$ cat src/rtl/axi_sim_pkg.sv
// Shared AXI4-Lite definitions: response codes, channel state enums and the
// byte-lane merge used by the write commit.
package axi_sim_pkg;

  localparam logic [1:0] RESP_OKAY   = 2'b00;
  localparam logic [1:0] RESP_SLVERR = 2'b10;

  typedef enum logic {W_IDLE, W_RESP} wr_state_t;
  typedef enum logic {R_IDLE, R_RESP} rd_state_t;

  function automatic logic [31:0] wstrb_merge(input logic [31:0] old_word,
                                              input logic [31:0] new_word,
                                              input logic [3:0]  strb);
    logic [31:0] merged;
    merged = old_word;
    for (int i = 0; i < 4; i++) begin
      if (strb[i]) merged[8*i +: 8] = new_word[8*i +: 8];
    end
    return merged;
  endfunction

endpackage

$ cat src/rtl/axi_lite_slave_mem_if.sv
// AXI4-Lite bus bundle between the M00_AXI master and the slave memory.
interface axi_lite_slave_mem_if #(
  parameter int ADDR_W = 8,
  parameter int DATA_W = 32
);
  logic [ADDR_W-1:0]   S_AXI_AWADDR;
  logic [2:0]          S_AXI_AWPROT;
  logic                S_AXI_AWVALID;
  logic                S_AXI_AWREADY;
  logic [DATA_W-1:0]   S_AXI_WDATA;
  logic [DATA_W/8-1:0] S_AXI_WSTRB;
  logic                S_AXI_WVALID;
  logic                S_AXI_WREADY;
  logic [1:0]          S_AXI_BRESP;
  logic                S_AXI_BVALID;
  logic                S_AXI_BREADY;
  logic [ADDR_W-1:0]   S_AXI_ARADDR;
  logic [2:0]          S_AXI_ARPROT;
  logic                S_AXI_ARVALID;
  logic                S_AXI_ARREADY;
  logic [DATA_W-1:0]   S_AXI_RDATA;
  logic [1:0]          S_AXI_RRESP;
  logic                S_AXI_RVALID;
  logic                S_AXI_RREADY;

  modport slave (
    input  S_AXI_AWADDR, S_AXI_AWPROT, S_AXI_AWVALID,
    output S_AXI_AWREADY,
    input  S_AXI_WDATA, S_AXI_WSTRB, S_AXI_WVALID,
    output S_AXI_WREADY,
    output S_AXI_BRESP, S_AXI_BVALID,
    input  S_AXI_BREADY,
    input  S_AXI_ARADDR, S_AXI_ARPROT, S_AXI_ARVALID,
    output S_AXI_ARREADY,
    output S_AXI_RDATA, S_AXI_RRESP, S_AXI_RVALID,
    input  S_AXI_RREADY
  );

  modport master (
    output S_AXI_AWADDR, S_AXI_AWPROT, S_AXI_AWVALID,
    input  S_AXI_AWREADY,
    output S_AXI_WDATA, S_AXI_WSTRB, S_AXI_WVALID,
    input  S_AXI_WREADY,
    input  S_AXI_BRESP, S_AXI_BVALID,
    output S_AXI_BREADY,
    output S_AXI_ARADDR, S_AXI_ARPROT, S_AXI_ARVALID,
    input  S_AXI_ARREADY,
    input  S_AXI_RDATA, S_AXI_RRESP, S_AXI_RVALID,
    output S_AXI_RREADY
  );
endinterface

$ cat src/rtl/axi_lite_slave_mem.sv
// AXI4-Lite slave register-array memory: byte-enabled writes, one outstanding
// write and one outstanding read, SLVERR and a saturating error count.
module axi_lite_slave_mem
  import axi_sim_pkg::*;
#(
  parameter int C_S_AXI_DATA_WIDTH = 32,
  parameter int C_S_AXI_ADDR_WIDTH = 8,
  parameter int NUM_WORDS          = 16
) (
  input  logic                  ACLK,
  input  logic                  ARESET,
  axi_lite_slave_mem_if.slave   s_axi,
  output logic [7:0]            ERR_COUNT
);

  localparam int IDX_W  = $clog2(NUM_WORDS);
  localparam int WIDX_W = C_S_AXI_ADDR_WIDTH - 2;

  typedef logic [C_S_AXI_DATA_WIDTH-1:0] word_t;

  wr_state_t                     wr_state_q, wr_state_d;
  rd_state_t                     rd_state_q, rd_state_d;
  logic                          aw_held_q, aw_held_d;
  logic                          w_held_q, w_held_d;
  logic [C_S_AXI_ADDR_WIDTH-1:0] awaddr_q, awaddr_d;
  word_t                         wdata_q, wdata_d;
  logic [3:0]                    wstrb_q, wstrb_d;
  logic [1:0]                    bresp_q, bresp_d;
  word_t                         rdata_q, rdata_d;
  logic [1:0]                    rresp_q, rresp_d;
  logic [7:0]                    err_q, err_d;
  word_t                         mem_q [NUM_WORDS];
  word_t                         mem_d [NUM_WORDS];

  logic              aw_hs, w_hs, ar_hs, commit;
  logic              w_oor, r_oor;
  logic [WIDX_W-1:0] widx, ridx;
  logic [1:0]        err_inc;
  logic [8:0]        err_sum;

  assign widx  = awaddr_q[C_S_AXI_ADDR_WIDTH-1:2];
  assign ridx  = s_axi.S_AXI_ARADDR[C_S_AXI_ADDR_WIDTH-1:2];
  assign w_oor = 32'(widx) >= NUM_WORDS;
  assign r_oor = 32'(ridx) >= NUM_WORDS;

  assign aw_hs  = (wr_state_q == W_IDLE) && !aw_held_q && s_axi.S_AXI_AWVALID;
  assign w_hs   = (wr_state_q == W_IDLE) && !w_held_q && s_axi.S_AXI_WVALID;
  assign commit = (wr_state_q == W_IDLE) && aw_held_q && w_held_q;
  assign ar_hs  = (rd_state_q == R_IDLE) && s_axi.S_AXI_ARVALID;

  always_comb begin
    wr_state_d = wr_state_q;
    rd_state_d = rd_state_q;
    aw_held_d  = aw_held_q;
    w_held_d   = w_held_q;
    awaddr_d   = awaddr_q;
    wdata_d    = wdata_q;
    wstrb_d    = wstrb_q;
    bresp_d    = bresp_q;
    rdata_d    = rdata_q;
    rresp_d    = rresp_q;
    mem_d      = mem_q;
    err_inc    = 2'd0;

    if (aw_hs) begin
      aw_held_d = 1'b1;
      awaddr_d  = s_axi.S_AXI_AWADDR;
    end
    if (w_hs) begin
      w_held_d = 1'b1;
      wdata_d  = s_axi.S_AXI_WDATA;
      wstrb_d  = s_axi.S_AXI_WSTRB;
    end

    if (commit) begin
      aw_held_d  = 1'b0;
      w_held_d   = 1'b0;
      wr_state_d = W_RESP;
      bresp_d    = w_oor ? RESP_SLVERR : RESP_OKAY;
      if (!w_oor) mem_d[widx[IDX_W-1:0]] = wstrb_merge(mem_q[widx[IDX_W-1:0]], wdata_q, wstrb_q);
      if (w_oor) err_inc = err_inc + 2'd1;
    end else if ((wr_state_q == W_RESP) && s_axi.S_AXI_BREADY) begin
      wr_state_d = W_IDLE;
    end

    // Read samples mem_q, so a same-edge commit to that word is not yet visible.
    if (ar_hs) begin
      rd_state_d = R_RESP;
      rdata_d    = r_oor ? '0 : mem_q[ridx[IDX_W-1:0]];
      rresp_d    = r_oor ? RESP_SLVERR : RESP_OKAY;
      if (r_oor) err_inc = err_inc + 2'd1;
    end else if ((rd_state_q == R_RESP) && s_axi.S_AXI_RREADY) begin
      rd_state_d = R_IDLE;
    end

    err_sum = {1'b0, err_q} + {7'b0, err_inc};
    err_d   = err_sum[8] ? 8'hFF : err_sum[7:0];
  end

  always_ff @(posedge ACLK) begin
    if (ARESET) begin
      wr_state_q <= W_IDLE;
      rd_state_q <= R_IDLE;
      aw_held_q  <= 1'b0;
      w_held_q   <= 1'b0;
      awaddr_q   <= '0;
      wdata_q    <= '0;
      wstrb_q    <= '0;
      bresp_q    <= RESP_OKAY;
      rdata_q    <= '0;
      rresp_q    <= RESP_OKAY;
      err_q      <= '0;
      for (int i = 0; i < NUM_WORDS; i++) mem_q[i] <= '0;
    end else begin
      wr_state_q <= wr_state_d;
      rd_state_q <= rd_state_d;
      aw_held_q  <= aw_held_d;
      w_held_q   <= w_held_d;
      awaddr_q   <= awaddr_d;
      wdata_q    <= wdata_d;
      wstrb_q    <= wstrb_d;
      bresp_q    <= bresp_d;
      rdata_q    <= rdata_d;
      rresp_q    <= rresp_d;
      err_q      <= err_d;
      mem_q      <= mem_d;
    end
  end

  assign s_axi.S_AXI_AWREADY = (wr_state_q == W_IDLE) && !aw_held_q;
  assign s_axi.S_AXI_WREADY  = (wr_state_q == W_IDLE) && !w_held_q;
  assign s_axi.S_AXI_BVALID  = (wr_state_q == W_RESP);
  assign s_axi.S_AXI_BRESP   = bresp_q;
  assign s_axi.S_AXI_ARREADY = (rd_state_q == R_IDLE);
  assign s_axi.S_AXI_RVALID  = (rd_state_q == R_RESP);
  assign s_axi.S_AXI_RDATA   = rdata_q;
  assign s_axi.S_AXI_RRESP   = rresp_q;
  assign ERR_COUNT           = err_q;

  logic unused_bits;
  assign unused_bits = ^{s_axi.S_AXI_AWPROT, s_axi.S_AXI_ARPROT,
                         awaddr_q[1:0], s_axi.S_AXI_ARADDR[1:0]};

endmodule

$ cat src/flat_wrapper.sv
// flat-port wrapper written by rule: the top's interface ports become plain ports
module axi_lite_slave_mem_flat import axi_sim_pkg::*;
#(
  parameter int C_S_AXI_DATA_WIDTH = 32,
  parameter int C_S_AXI_ADDR_WIDTH = 8,
  parameter int NUM_WORDS          = 16
)
  (ACLK, ARESET, ERR_COUNT, s_axi_S_AXI_AWADDR, s_axi_S_AXI_AWPROT, s_axi_S_AXI_AWVALID, s_axi_S_AXI_AWREADY, s_axi_S_AXI_WDATA, s_axi_S_AXI_WSTRB, s_axi_S_AXI_WVALID, s_axi_S_AXI_WREADY, s_axi_S_AXI_BRESP, s_axi_S_AXI_BVALID, s_axi_S_AXI_BREADY, s_axi_S_AXI_ARADDR, s_axi_S_AXI_ARPROT, s_axi_S_AXI_ARVALID, s_axi_S_AXI_ARREADY, s_axi_S_AXI_RDATA, s_axi_S_AXI_RRESP, s_axi_S_AXI_RVALID, s_axi_S_AXI_RREADY);
  axi_lite_slave_mem_if #(.ADDR_W(8), .DATA_W(32)) s_axi_i ();
  input  logic ACLK;
  input  logic ARESET;
  output logic [7:0] ERR_COUNT;
  input wire logic [$bits(s_axi_i.S_AXI_AWADDR)-1:0] s_axi_S_AXI_AWADDR;
  input wire logic [$bits(s_axi_i.S_AXI_AWPROT)-1:0] s_axi_S_AXI_AWPROT;
  input wire logic [$bits(s_axi_i.S_AXI_AWVALID)-1:0] s_axi_S_AXI_AWVALID;
  output wire logic [$bits(s_axi_i.S_AXI_AWREADY)-1:0] s_axi_S_AXI_AWREADY;
  input wire logic [$bits(s_axi_i.S_AXI_WDATA)-1:0] s_axi_S_AXI_WDATA;
  input wire logic [$bits(s_axi_i.S_AXI_WSTRB)-1:0] s_axi_S_AXI_WSTRB;
  input wire logic [$bits(s_axi_i.S_AXI_WVALID)-1:0] s_axi_S_AXI_WVALID;
  output wire logic [$bits(s_axi_i.S_AXI_WREADY)-1:0] s_axi_S_AXI_WREADY;
  output wire logic [$bits(s_axi_i.S_AXI_BRESP)-1:0] s_axi_S_AXI_BRESP;
  output wire logic [$bits(s_axi_i.S_AXI_BVALID)-1:0] s_axi_S_AXI_BVALID;
  input wire logic [$bits(s_axi_i.S_AXI_BREADY)-1:0] s_axi_S_AXI_BREADY;
  input wire logic [$bits(s_axi_i.S_AXI_ARADDR)-1:0] s_axi_S_AXI_ARADDR;
  input wire logic [$bits(s_axi_i.S_AXI_ARPROT)-1:0] s_axi_S_AXI_ARPROT;
  input wire logic [$bits(s_axi_i.S_AXI_ARVALID)-1:0] s_axi_S_AXI_ARVALID;
  output wire logic [$bits(s_axi_i.S_AXI_ARREADY)-1:0] s_axi_S_AXI_ARREADY;
  output wire logic [$bits(s_axi_i.S_AXI_RDATA)-1:0] s_axi_S_AXI_RDATA;
  output wire logic [$bits(s_axi_i.S_AXI_RRESP)-1:0] s_axi_S_AXI_RRESP;
  output wire logic [$bits(s_axi_i.S_AXI_RVALID)-1:0] s_axi_S_AXI_RVALID;
  input wire logic [$bits(s_axi_i.S_AXI_RREADY)-1:0] s_axi_S_AXI_RREADY;
  assign s_axi_i.S_AXI_AWADDR = s_axi_S_AXI_AWADDR;
  assign s_axi_i.S_AXI_AWPROT = s_axi_S_AXI_AWPROT;
  assign s_axi_i.S_AXI_AWVALID = s_axi_S_AXI_AWVALID;
  assign s_axi_S_AXI_AWREADY = s_axi_i.S_AXI_AWREADY;
  assign s_axi_i.S_AXI_WDATA = s_axi_S_AXI_WDATA;
  assign s_axi_i.S_AXI_WSTRB = s_axi_S_AXI_WSTRB;
  assign s_axi_i.S_AXI_WVALID = s_axi_S_AXI_WVALID;
  assign s_axi_S_AXI_WREADY = s_axi_i.S_AXI_WREADY;
  assign s_axi_S_AXI_BRESP = s_axi_i.S_AXI_BRESP;
  assign s_axi_S_AXI_BVALID = s_axi_i.S_AXI_BVALID;
  assign s_axi_i.S_AXI_BREADY = s_axi_S_AXI_BREADY;
  assign s_axi_i.S_AXI_ARADDR = s_axi_S_AXI_ARADDR;
  assign s_axi_i.S_AXI_ARPROT = s_axi_S_AXI_ARPROT;
  assign s_axi_i.S_AXI_ARVALID = s_axi_S_AXI_ARVALID;
  assign s_axi_S_AXI_ARREADY = s_axi_i.S_AXI_ARREADY;
  assign s_axi_S_AXI_RDATA = s_axi_i.S_AXI_RDATA;
  assign s_axi_S_AXI_RRESP = s_axi_i.S_AXI_RRESP;
  assign s_axi_S_AXI_RVALID = s_axi_i.S_AXI_RVALID;
  assign s_axi_i.S_AXI_RREADY = s_axi_S_AXI_RREADY;
  axi_lite_slave_mem #(.C_S_AXI_DATA_WIDTH(C_S_AXI_DATA_WIDTH), .C_S_AXI_ADDR_WIDTH(C_S_AXI_ADDR_WIDTH), .NUM_WORDS(NUM_WORDS)) u_core (.ACLK(ACLK), .ARESET(ARESET), .s_axi(s_axi_i), .ERR_COUNT(ERR_COUNT));
endmodule
$ cat config.mk
export PLATFORM = sky130hd
export DESIGN_NAME = axi_lite_slave_mem_flat
export DESIGN_NICKNAME = d
export VERILOG_FILES = /design/src/rtl/axi_sim_pkg.sv /design/src/rtl/axi_lite_slave_mem_if.sv /design/src/rtl/axi_lite_slave_mem.sv /design/src/flat_wrapper.sv
export SDC_FILE = /design/constraint.sdc
export NUM_CORES = 2
export LEC_CHECK = 0
export ABC_AREA = 1
export BUFFER_PORTS_ARGS = -buffer_cell sky130_fd_sc_hd__buf_2
export CAP_MARGIN = 20
export CORE_MARGIN = 4
export CORE_UTILIZATION = 45
export DETAILED_ROUTE_END_ITERATION = 8
export PLACE_DENSITY_LB_ADDON = 0.12
export SYNTH_ARGS = -nofsm -noshare
export SYNTH_HDL_FRONTEND = slang
export SYNTH_SLANG_ARGS = --single-unit
$ cat constraint.sdc
create_clock -name ACLK -period 3.2 [get_ports ACLK]
set_input_delay 0.64 -clock ACLK [delete_from_list [all_inputs] [get_ports ACLK]]
set_output_delay 0.64 -clock ACLK [all_outputs]
set_load 0.05 [all_outputs]
* Yosys cells after proc, flatten, opt, wreduce, memory -nomap -nowiden
Index checks and enable logic that the tools add are counted.
W data, S select, Z words.
** Cells by class
- Multiplexer cells :: 33
- Order comparisons :: 5
- Reduce and logical (&&, ||, !) cells :: 16
- Bitwise logic cells :: 5
- Add/subtract/negate cells :: 2
** Operators with widths (count)
- $bwmux W512 :: 1
- $bmux W32 S4 :: 2
- $mux W32 :: 6
- $demux W32 S4 :: 1
- $mux W8 :: 13
- $ge A6 B5 Y1 const B :: 2
- $ge A5 B5 Y1 const B :: 2
- $logic_and A1 B1 Y1 :: 10
- $mux W2 :: 5
- $not A4 Y5 :: 2
- $add A8 B2 Y9 :: 1
- $lt A5 B1 Y1 const B :: 1
- $mux W1 :: 5
- $reduce_bool A2 Y1 :: 2
- $not A1 Y1 :: 3
- $add A2 B1 Y2 const B :: 1
- $logic_not A1 Y1 :: 2
- $reduce_and A2 Y1 :: 1
- $reduce_or A2 Y1 :: 1
** Storage, ports and cells
- Word-level logic and storage cells :: 88
- Output and inout bits :: 49
- Bits of input ports :: 65
- Register bits after elaboration :: 604

* Longest topological paths before layout
- Depth after elaboration :: 9
- Gate-level depth with buffers :: 17
- Mapped depth without buffers :: 17

* Worst setup path after synthesis
OpenSTA, ideal clock, no wires.
- Path kind :: register to register
- Start point :: register u_core.rd_state_q, in the netlist u_core.s_axi.S_AXI_RVALID
- End point :: register u_core.err_q[3], in the netlist u_core.ERR_COUNT[3]
- Stages on the path, launching flop included :: 16
- Path slack :: 0.175 ns
- Path buffers :: 1
- Required time :: 3.142 ns
- Setup time :: 0.058 ns
- Arrival :: 2.967 ns
- Clock period less this slack :: 3.025 ns
- Cells stage by stage :: dfxtp_1 > inv_1 > nand2_1 > clkbuf_1 > nand2_1 > nand2_1 > ha_1 > inv_1 > fa_1 > inv_1 > nand4_1 > nor2_1 > nand2_1 > inv_1 > o21ai_0 > inv_1
** On the way
- Word-level cells in the longest chain between the ends :: 5
** Ends and longest elaborated chain
- start: declaration :: RTL line axi_lite_slave_mem.sv:22 : rd_state_t rd_state_q, rd_state_d;
- start signal: assignment :: RTL line axi_lite_slave_mem.sv:116 : rd_state_q <= rd_state_d;
- $not A1 Y1
- via s_axi_S_AXI_ARREADY :: RTL line flat_wrapper.sv:27 : output wire logic [$bits(s_axi_i.S_AXI_ARREADY)-1:0] s_axi_S_AXI_ARREADY;
- $logic_and A1 B1 Y1 :: RTL line axi_lite_slave_mem.sv:49 : assign ar_hs = (rd_state_q == R_IDLE) && s_axi.S_AXI_ARVALID;
- $mux W2 :: RTL line axi_lite_slave_mem.sv:87 : if (ar_hs) begin
- $add A8 B2 Y9 :: RTL line axi_lite_slave_mem.sv:96 : err_sum = {1'b0, err_q} + {7'b0, err_inc};
- $mux W8 :: RTL line axi_lite_slave_mem.sv:97 : err_d = err_sum[8] ? 8'hFF : err_sum[7:0];
- end signal: assignment :: RTL line axi_lite_slave_mem.sv:125 : err_q <= err_d;
- end: declaration :: RTL line axi_lite_slave_mem.sv:31 : logic [7:0] err_q, err_d;
The timed path passes the listed nets, and every way through them passes these cells.
A chain may end at the register's enable or synchronous reset.

* Final worst setup path
- Start point :: register u_core.awaddr_q[2]
- End point :: register u_core.mem_q[56] (netlist name)
** On the way
- Word-level cells in the longest chain between the ends :: 8
- Elaborated cells between the ends (all ways) :: 16
** Ends and longest elaborated chain
- start: declaration :: RTL line axi_lite_slave_mem.sv:25 : logic [C_S_AXI_ADDR_WIDTH-1:0] awaddr_q, awaddr_d;
- start signal: assignment :: RTL line axi_lite_slave_mem.sv:119 : awaddr_q <= awaddr_d;
- $not A4 Y5 (implied by the code) :: RTL line axi_lite_slave_mem.sv:80 : if (!w_oor) mem_d[widx[IDX_W-1:0]] = wstrb_merge(mem_q[widx[IDX_W-1:0]], wdata_q, wstrb_q);
- $bmux W32 S4 :: RTL line axi_lite_slave_mem.sv:80
- $mux W32 (implied by the code) (2 in series) :: RTL line axi_lite_slave_mem.sv:80
- $mux W8 :: RTL line axi_sim_pkg.sv:17 : if (strb[i]) merged[8*i +: 8] = new_word[8*i +: 8];
- $mux W8 :: RTL line axi_lite_slave_mem.sv:80
- $mux W8 :: RTL line axi_lite_slave_mem.sv:75 : if (commit) begin
- $bwmux W512 :: RTL line axi_lite_slave_mem.sv:80
- end signal: assignment :: RTL line axi_lite_slave_mem.sv:126 : mem_q <= mem_d;
- end: declaration :: RTL line axi_lite_slave_mem.sv:32 : word_t mem_q [NUM_WORDS];
Several ways; a longest one is shown, not always the timed one. The select of a mux whose other input is x is not followed.

==> flow_metrics.tcl <==
set metrics [dict create \
    status "finished clean" \
    min_path_type "input pin to register" \
    finClkSkew_ns 0.02738 \
    p_sw_mw 4.982 \
    finalSetupViolCount 0 \
    required_ns 3.64 \
    power_leakage_nw 14.56 \
    drt_wl_total_mm 107.7 \
    critical_path_arrival_ns 3.18 \
    rr_startpoint "u_core.awaddr_q[2]$_SDFFE_PP0P_" \
    ctsHoldBuffers 0 \
    grt_pass1_vias 28150 \
    hold_violations 0 \
    core_area_sq_mm 0.06740 \
    detail_route.wl_per_cell_microns 19.30 \
    synth_area_leaders "dfxtp_1 39%, nand2_1 18%, o21ai_0 13%" \
    p_clk_share_pct 45.9 \
    synth_compound_area_share_pct 24.18 \
    syn_area_sq_mm 0.03073 \
    hold_depth 3 \
    grt_max_degree 134 \
    drt-pass1-iter-count 6 \
    p_seq_share_pct 42.6 \
    ys_seq_elements 600 \
    drtAntennaViolNets 0 \
    die_h_microns 269.3 \
    post_cts_buffers 0 \
    clkTransAtPathRegs_ns 0.06 \
    die_x_microns 269.3 \
    drive_gt1_share_pct 8.096 \
    synth_top_area_share_pct 39.09 \
    syn_avg_cell_area_sq_um 6.407 \
    drtIter0Drc 3267 \
    tightestPinTransition_ns 0.9571 \
    h-tree-depth 3 \
    fill_cells 6828 \
    num_rows 95 \
    ioPinCount 114 \
    synth_edf_count 0 \
    die_area_sq_mm 0.07253 \
    yosys-top-cells-count "1472 x nand2_1, 769 x o21ai_0, 600 x dfxtp_1" \
    cts-buffers-inserted 70 \
    grt.total_usage_pct 28.57 \
    grt_pass1_wl_mm 165.6 \
    pwr-share-comb_pct 11.5 \
    area_growth_syn_to_layout_pct 10.84 \
    synth_adder_area_share_pct 0.1873 \
    clk_latency_ns 0.62 \
    multi_input_area_sq_mm 0.01628 \
    cp_max_fo 32 \
    hold_start "s_axi_S_AXI_WDATA[4]" \
    synth.mux.area_fraction_pct 0 \
    synth_top_family_by_area "simple AND/OR/NAND/NOR gates" \
    root_buffer "clkbuf_16" \
    async_flop_share_pct 0 \
    gp_congestion 0.8230 \
    finalCritPeriodShare_pct 85.56 \
    initial_utilization_pct 45.59 \
    grt_remaining_overflow 0 \
    start_kind "register" \
    hold-path-endpoint "u_core.wdata_q[4]$_SDFFE_PP0P_" \
    dp_hpwl_mm 60.71 \
    setup.worst_path.end_class "register" \
    maxSlewHeadroom_pct 36.19 \
    synth_warnings 0 \
    timing.fmax_mhz 365.2 \
    tns_ns 0 \
    r2r_cells 10 \
    drc 0 \
    ys_types 33 \
    num_vias 30980 \
    placed_cell_area_sq_mm 0.03167 \
    diodes 0 \
    cts_tree "built" \
    drv_cap 0 \
    p_int_mw 13.04 \
    clk_path_buf_depth 3 \
    post-route-min-period_ns 2.738 \
    ys.flop_type "dfxtp_1" \
    fin_nets 4726 \
    yosys.area.top_type "dfxtp_1" \
    crit_type "register to register" \
    syn_inst 4796 \
    cts_sinks 600 \
    via_per_inst 5.552 \
    worstReg2RegEnd "u_core.mem_q[56]$_SDFFE_PP0P_" \
    max-vdd-ir-drop_mv 0.4191 \
    synthSimpleGateAreaFrac_pct 28.41 \
    synth_xor_area_share_pct 0.08551 \
    seq_area_sq_mm 0.01202 \
    antenna_found_initial 0 \
    cts_resized 0 \
    rsz0062_at_grt "false" \
    finalPower_mw 18.02 \
    synth_most_common_cell "nand2_1" \
    power.density_mw_per_mm2 529.0 \
    final_cell_area_sq_mm 0.03406 \
    p_sw_share_pct 27.65 \
    portBuffers 101 \
    slew_violations 0 \
    startpoint "u_core.awaddr_q[2]$_SDFFE_PP0P_" \
    r2r_slack_ns 0.46 \
    yosysSeqAreaShare_pct 39.09 \
]
stage by stage:
stage | hold slack [ns] | std cells | worst slack (ns) | util, %
global placement | 0.4510 | 5457 | 0.2211 | 46.99
detailed placement | 0.4527 | 5457 | 0.2221 | 46.99
CTS | 0.2374 | 5578 | 0.4859 | 50.49
finish | 0.2707 | 5579 | 0.4621 | 50.54
floorplan | 0.4557 | 4797 | 0.1753 | -
global route | 0.2792 | 5579 | 0.3039 | 50.54
cell type report:
cell class | count | area share (%)
multi-input cells | 3628 | 47.81
flip-flops and latches | 600 | 35.29
clock inverters | 18 | 0.7127
clock buffers | 103 | 6.219
inverters | 159 | 1.818
well taps | 873 | 3.207
repair buffers | 198 | 4.948
how the worst max path moves through the flow:
stage / endpoint / slack, ns / depth (start not counted)
2_1_floorplan: u_core.ERR_COUNT[3]$_SDFF_PP0_ / 0.18 / 15
4_1_cts: u_core.mem_q[56]$_SDFFE_PP0P_ / 0.49 / 10
6_report: u_core.mem_q[56]$_SDFFE_PP0P_ / 0.46 / 10
3_5_place_dp: u_core.ERR_COUNT[4]$_SDFF_PP0_ / 0.22 / 15
3_3_place_gp: u_core.ERR_COUNT[3]$_SDFF_PP0_ / 0.22 / 15
5_1_grt: u_core.ERR_COUNT[3]$_SDFF_PP0_ / 0.30 / 16
worst max-delay path: stages, from the launching register on:
cell      delay [ns]
dfxtp_4         0.49
inv_6           0.17
nand2_4         0.54
buf_4           0.27
nor2_1          0.05
nor2_1          0.08
nand2_1         0.06
nand2_1         0.05
nand2_1         0.08
o21bai_2        0.60
a21oi_1         0.16
registers in the layout (all words and copies together), names as in the netlist, 4 cells and up:
name,count
u_core.awaddr_q,6
u_core.ERR_COUNT,8
u_core.mem_q,512
u_core.wdata_q,32
u_core.s_axi.S_AXI_RDATA,32
u_core.wstrb_q,4
cell usage in the layout (no fill, tap or decap), types with 64 or more instances in the layout:
| cell type | n |
|---|---|
| nand2_1 | 1471 |
| o21ai_0 | 769 |
| dfxtp_1 | 598 |
| a21oi_1 | 558 |
| nor2_1 | 453 |
| nand3_1 | 236 |
| inv_1 | 147 |
| buf_2 | 98 |
| clkbuf_16 | 72 |
| buf_4 | 64 |
per-layer routing:
layer  routed length, microns  GRT usage (%)  up-vias  share of wire (%)
li1                         -              -    15420                  -
met3                     8264          4.427      239                7.7
met4                     4493          11.31        0                4.2
met1                    46660          38.59    14150                 43
met2                    48260          46.06     1167                 45
met5                        0              0        -                  0
power groups by stage:
stage | clock network, mW | logic [mW] | registers [mW]
after CTS | 8.42 | 2.04 | 7.67
after global routing | 8.71 | 2.21 | 7.68
after global placement | 0 | 2.03 | 7.84
after floorplan | 0 | 1.30 | 7.83
final | 8.27 | 2.07 | 7.67
after detailed placement | 0 | 2.03 | 7.84
cell families after synthesis:
family / Yosys count
and+or+nand+nor: 2196
AOI/OAI and AO/OA: 1423
DFF: 600
buffers and inverters: 569
adders and majority gates: 4
xor gates and xnor gates: 3
other: 1
Power figures use the tool's default switching activity.
